[src/rtl/pipe_pkg.sv]
// Shared definitions for the inter-stage pipeline buffers: payload widths,
// field offsets for packing stage bundles, and occupancy encodings.
package pipe_pkg;

  localparam int XLEN   = 32;
  localparam int PC_W   = 32;
  localparam int INST_W = 32;
  localparam int REG_W  = 5;
  localparam int CTRL_W = 16;

  localparam int IF_ID_W  = PC_W + INST_W;
  localparam int ID_EX_W  = PC_W + 2 * XLEN + REG_W + CTRL_W;
  localparam int EX_MEM_W = 2 * XLEN + REG_W + CTRL_W;
  localparam int MEM_WB_W = XLEN + REG_W + CTRL_W;

  // Fields are packed from bit 0 upward in the order listed.
  localparam int IF_ID_PC_LSB   = 0;
  localparam int IF_ID_INST_LSB = IF_ID_PC_LSB + PC_W;

  localparam int ID_EX_CTRL_LSB = 0;
  localparam int ID_EX_RD_LSB   = ID_EX_CTRL_LSB + CTRL_W;
  localparam int ID_EX_RS2_LSB  = ID_EX_RD_LSB + REG_W;
  localparam int ID_EX_RS1_LSB  = ID_EX_RS2_LSB + XLEN;
  localparam int ID_EX_PC_LSB   = ID_EX_RS1_LSB + XLEN;

  localparam int EX_MEM_CTRL_LSB = 0;
  localparam int EX_MEM_RD_LSB   = EX_MEM_CTRL_LSB + CTRL_W;
  localparam int EX_MEM_STV_LSB  = EX_MEM_RD_LSB + REG_W;
  localparam int EX_MEM_ALU_LSB  = EX_MEM_STV_LSB + XLEN;

  localparam int MEM_WB_CTRL_LSB = 0;
  localparam int MEM_WB_RD_LSB   = MEM_WB_CTRL_LSB + CTRL_W;
  localparam int MEM_WB_RES_LSB  = MEM_WB_RD_LSB + REG_W;

  localparam logic [1:0] OCC_EMPTY = 2'd0;
  localparam logic [1:0] OCC_ONE   = 2'd1;
  localparam logic [1:0] OCC_FULL  = 2'd2;

endpackage

[src/rtl/pipe_skid_entry.sv]
// One buffer slot: valid, halt flag and payload with clear and load controls.
// Clear wins over load; only valid/halt are dropped on clear, payload stays stale.
module pipe_skid_entry #(
  parameter int DATA_W = 64
) (
  input  logic              clk_i,
  input  logic              rst_i,
  input  logic              clr_i,
  input  logic              load_i,
  input  logic              valid_i,
  input  logic              halt_i,
  input  logic [DATA_W-1:0] data_i,
  output logic              valid_o,
  output logic              halt_o,
  output logic [DATA_W-1:0] data_o
);

  logic              valid_q;
  logic              halt_q;
  logic [DATA_W-1:0] data_q;

  always_ff @(negedge clk_i) begin
    if (rst_i) begin
      valid_q <= 1'b0;
      halt_q  <= 1'b0;
      data_q  <= '0;
    end else if (clr_i) begin
      valid_q <= 1'b0;
      halt_q  <= 1'b0;
    end else if (load_i) begin
      valid_q <= valid_i;
      halt_q  <= halt_i & valid_i;
      data_q  <= data_i;
    end
  end

  assign valid_o = valid_q;
  assign halt_o  = halt_q;
  assign data_o  = data_q;

endmodule

[src/rtl/pipe_stage_buf.sv]
// Inter-stage pipeline register with valid/ready handshake, optional skid slot,
// flush and halt-token blocking. State updates on the falling edge of CLK.
module pipe_stage_buf
  import pipe_pkg::*;
#(
  parameter int DATA_W     = 64,
  parameter bit SKID_EN    = 1'b1,
  parameter bit HALT_BLOCK = 1'b1
) (
  input  logic              CLK,
  input  logic              RST,
  input  logic              in_valid,
  output logic              in_ready,
  input  logic [DATA_W-1:0] in_data,
  input  logic              in_halt,
  input  logic              flush,
  output logic              out_valid,
  input  logic              out_ready,
  output logic [DATA_W-1:0] out_data,
  output logic              out_halt,
  output logic              halted,
  output logic [1:0]        occupancy
);

  logic              main_v, main_h, skid_v, skid_h;
  logic [DATA_W-1:0] main_data, skid_data;
  logic              halted_q, halted_d;
  logic              blocked, in_xfer, out_xfer;
  logic              main_load, main_clr, main_from_skid, skid_load, skid_clr;
  logic              main_h_d;
  logic [DATA_W-1:0] main_data_d;

  always_comb begin
    blocked   = halted_q & HALT_BLOCK;
    // With the skid slot, ready depends on registered state only.
    in_ready  = (SKID_EN ? !skid_v : (!main_v | out_ready)) & !blocked;
    in_xfer   = in_valid & in_ready;
    out_xfer  = main_v & out_ready;

    main_from_skid = skid_v & out_xfer;
    main_load      = main_from_skid | (in_xfer & (!main_v | out_xfer));
    main_clr       = flush | (out_xfer & !main_load);
    main_h_d       = main_from_skid ? skid_h    : in_halt;
    main_data_d    = main_from_skid ? skid_data : in_data;

    skid_load = SKID_EN & in_xfer & main_v & !out_xfer;
    skid_clr  = flush | main_from_skid;

    halted_d = halted_q;
    if (flush) begin
      halted_d = 1'b0;
    end else if (in_xfer & in_halt) begin
      halted_d = 1'b1;
    end
  end

  always_ff @(negedge CLK) begin
    if (RST) begin
      halted_q <= 1'b0;
    end else begin
      halted_q <= halted_d;
    end
  end

  pipe_skid_entry #(.DATA_W(DATA_W)) u_main (
    .clk_i   (CLK),
    .rst_i   (RST),
    .clr_i   (main_clr),
    .load_i  (main_load),
    .valid_i (1'b1),
    .halt_i  (main_h_d),
    .data_i  (main_data_d),
    .valid_o (main_v),
    .halt_o  (main_h),
    .data_o  (main_data)
  );

  pipe_skid_entry #(.DATA_W(DATA_W)) u_skid (
    .clk_i   (CLK),
    .rst_i   (RST),
    .clr_i   (skid_clr),
    .load_i  (skid_load),
    .valid_i (1'b1),
    .halt_i  (in_halt),
    .data_i  (in_data),
    .valid_o (skid_v),
    .halt_o  (skid_h),
    .data_o  (skid_data)
  );

  assign out_valid = main_v;
  assign out_data  = main_data;
  assign out_halt  = main_h & main_v;
  assign halted    = halted_q;
  assign occupancy = skid_v ? OCC_FULL : (main_v ? OCC_ONE : OCC_EMPTY);

endmodule
[config.mk]
export PLATFORM = sky130hd
export DESIGN_NAME = pipe_stage_buf
export DESIGN_NICKNAME = d
export VERILOG_FILES = /design/src/rtl/pipe_pkg.sv /design/src/rtl/pipe_skid_entry.sv /design/src/rtl/pipe_stage_buf.sv
export SDC_FILE = /design/constraint.sdc
export NUM_CORES = 1
export LEC_CHECK = 0
export CAP_MARGIN = 15
export CORE_MARGIN = 4
export CORE_UTILIZATION = 30
export CTS_BUF_LIST = sky130_fd_sc_hd__clkbuf_8
export DETAILED_ROUTE_END_ITERATION = 16
export GPL_ROUTABILITY_DRIVEN = 0
export GPL_TIMING_DRIVEN = 1
export PLACE_DENSITY_LB_ADDON = 0.05
export SETUP_SLACK_MARGIN = 0.15
export SYNTH_ARGS = -nofsm -noshare
export SYNTH_HDL_FRONTEND = slang
export SYNTH_SLANG_ARGS = --single-unit
[constraint.sdc]
create_clock -name CLK -period 2.45 [get_ports CLK]
set_clock_uncertainty 0.15 [all_clocks]
set_input_delay 0.735 -clock CLK [delete_from_list [all_inputs] [get_ports CLK]]
set_output_delay 0.735 -clock CLK [all_outputs]
set_load 0.03 [all_outputs]
==> impl_metrics.toml <==
[global_routing]
track_usage = 0.207
grt_pass1_wl_um = 33400
antenna_found_initial = 0
overflow = 0
grt_max_degree = 24
grt_pass1_vias = 6674

[setup_path]
crit_slowest_cell = "dfxtp_4"
crit_chain = "nor2b_4 > buf_6"
slowest_delay_ps = 350
timing.rr.end = "u_main.data_o[51]"
r2r_setup_slack_ps = 250
worst_setup_path_end_kind = "primary output"
critical_path_class = "flop to primary output"
r2r_start = "u_skid.valid_o"
path_max_fanout = 4
start_kind = "flop"
ff2ff_path_depth = 9
critPathRequiredTime_ps = 1560
worst_ep_arrival_time_ps = 2320

[floorplan]
core_um2 = 18100
fp.dieW_um = 144
io_pins = 140
dieArea_um2 = 20900
start_util = 0.308
rows = 49
die_height_um = 144

[cts]
cts_sinks = 133
root_buffer = "clkbuf_8"
cts_made_buffers = 17
htreeDepth = 4
cts_buffer_depth = 2
clk_latency_ps = 460
clk_pin_slew_ps = 40
tritoncts = "built"
hold_buffers = 0

[logic_synthesis]
synthesis.area_um2 = 5590
synth_nets = 666
ys_ff_latch = 133
yosysWarnings = 0
syn_avg_cell_area_um2 = 9.37
synth_top_area_frac = 0.477
ys_seq_area_frac = 0.477
synth_cell_types = 28
synth_area_leader_cell = "dfxtp_1"
yosys-top-cells-area = "dfxtp_1 48%, a211oi_2 13%, mux2i_1 12%"
synth_cells = 596

[pwr]
switching_share = 0.346
netSwitchingPower_mw = 2.20
p_comb_frac = 0.207
cellLeakagePower_nw = 5.30
seqPwrFrac = 0.368
ir_worst_vdd_uv = 345
p_per_area_nw_per_um2 = 544
p_int_mw = 4.15
p_clk_frac = 0.425

[sta]
setup-violations-final = 201
finalHoldViolCount = 0
drv_slew = 0
worst_slack_ps = -752
rsz0062_at_grt = "yes"
tightest_slew_ps = 429
slew_headroom = 0.714
setup-tns-final_ps = -112530

[drt]
viasPerCell = 4.85
drcViolationCount = 0
ant_nets = 0
wl_per_cell_um = 17.7
num_vias = 5934
firstDrtPassIters = 4
drt-initial-drc-count = 189
drt_wl_total_um = 21600

[final_layout]
fin_nets = 1052
n_fill_cell = 1412
drive_gt1_frac = 0.586
antenna_cells = 0
area_growth_pct = 109

[worst_hold_path]
hp-class = "flop to flop"
hp-start = "u_skid.data_o[13]"
min_path_cells = 2
whs_endpoint = "u_skid.data_o[13]"

[status]
status = "finished with violations"
violations = "negative setup slack"

[placement]
portBuffers = 139
place_ws_ps = -1470
dpl.hpwl_um = 11100

[run]
max_cap_violations = 0
## through the flow
step | hold slack [ps] | power [mW] | instances | instance area [um^2] | util
floorplan | 286 | 3.14 | 596 | 5920 | -
global placement | 290 | 3.52 | 959 | 7710 | 0.425
detailed placement | 293 | 3.53 | 959 | 7710 | 0.425
CTS | 301 | 6.40 | 1212 | 11200 | 0.617
global route | 331 | 6.84 | 1223 | 11700 | 0.644
finish | 308 | 6.35 | 1223 | 11700 | 0.644
## worst max-delay path by stage
stage | startpoint | to | slack (ps) | depth (start not counted)
floorplan | out_ready | u_main.data_o[34] | -710 | 6
global placement | in_valid | u_main.data_o[53] | -1410 | 7
detailed placement | in_valid | u_main.data_o[28] | -1470 | 7
CTS | u_main.valid_o | occupancy[0] | -770 | 2
global route | u_main.valid_o | occupancy[0] | -830 | 2
finish | u_main.valid_o | occupancy[0] | -750 | 2
## cell usage in the layout (no fill, tap or decap), types with 2 or more instances in the layout
cell,Yosys,routed
inv_1,2,134
buf_6,7,91
nand2_4,0,81
dfxtp_4,0,67
mux2i_1,65,65
a21oi_2,0,65
dfxtp_1,133,65
clkdlybuf4s50_1,0,64
a211oi_2,56,60
buf_4,6,51
buf_12,0,44
nor2_1,68,38
nand2_1,131,38
buf_16,0,28
clkbuf_8,0,17
nor2_2,0,16
nor2_4,0,14
nand2_2,0,12
buf_8,0,6
a211oi_4,0,4
inv_4,0,4
inv_6,0,3
clkinv_4,0,3
a2111oi_4,1,2
clkinvlp_2,0,2
bufinv_16,0,2
## worst max-delay path: cells and delay by family (launching register included)
family | cells | cell delay, ps
DFF | 1 | 350
and+or+nand+nor | 1 | 150
buffers and inverters | 1 | 140
## routing by layer
layer  GRT usage  part of all wire  wire [um]
met1       0.234              0.41       8910
met2       0.351              0.52      11300
met3      0.0784             0.056       1210
met4      0.0864            0.0091        197
met5           0                 0          0
## cell type report
class | instances | area, um^2 | area share
Sequential cell | 133 | 2920 | 0.250
Clock buffer | 17 | 234 | 0.0200
Clock inverter | 147 | 647 | 0.0554
Tap cell | 229 | 287 | 0.0245
Inverter | 1 | 3.75 | 0.000321
Timing Repair Buffer | 286 | 3800 | 0.326
Multi-Input combinational cell | 410 | 3790 | 0.325
## cell usage after synthesis
master and number:
nand2_1 131, and2_1 1, buf_4 6, dfxtp_1 133, nand3b_1 1, mux2i_1 65, and3_1 1, a211oi_1 9
inv_1 2, nor4_1 1, a311o_1 1, clkbuf_1 17, and3b_1 1, nor3b_2 1, nor3_1 1, a311oi_1 1
nor2b_1 2, a2111oi_4 1, nor2_1 68, a21oi_1 65, buf_6 7, buf_2 16, buf_1 5, nand2b_1 1
a211oi_2 56, nand3_1 1, a2111oi_0 1, and2b_1 1
## what timing repair did
| action | CTS | global route |
|---|---|---|
| endpoints found under the setup margin | 203 | 203 |
| resized for setup | 372 | 92 |
| pin swaps | 156 | 58 |
| setup buffers | 62 | 11 |
| cloned | 28 | 0 |
## state kept, by name (all words and copies together), names as in the netlist
| register | flops |
|---|---|
| u_main.data_o | 64 |
| u_skid.data_o | 64 |
| halted | 1 |
| u_main.halt_o | 1 |
| u_main.valid_o | 1 |
| u_skid.halt_o | 1 |
| u_skid.valid_o | 1 |
## power groups by stage
stage | clock network [mW] | logic [mW] | registers [mW]
final | 2.70 | 1.32 | 2.34
after global routing | 3.11 | 1.39 | 2.34
after CTS | 2.80 | 1.26 | 2.33
after detailed placement | 0.328 | 0.861 | 2.35
after global placement | 0.328 | 0.847 | 2.35
after floorplan | 0.328 | 0.311 | 2.50
## cell families after synthesis
kind of cell	after synthesis	share of synthesized area
buf+inv	53	0.0526
simple gates	211	0.149
compound gates	134	0.206
flops	133	0.477
mux	65	0.116
No activity file was read; power rests on OpenSTA's default activity.
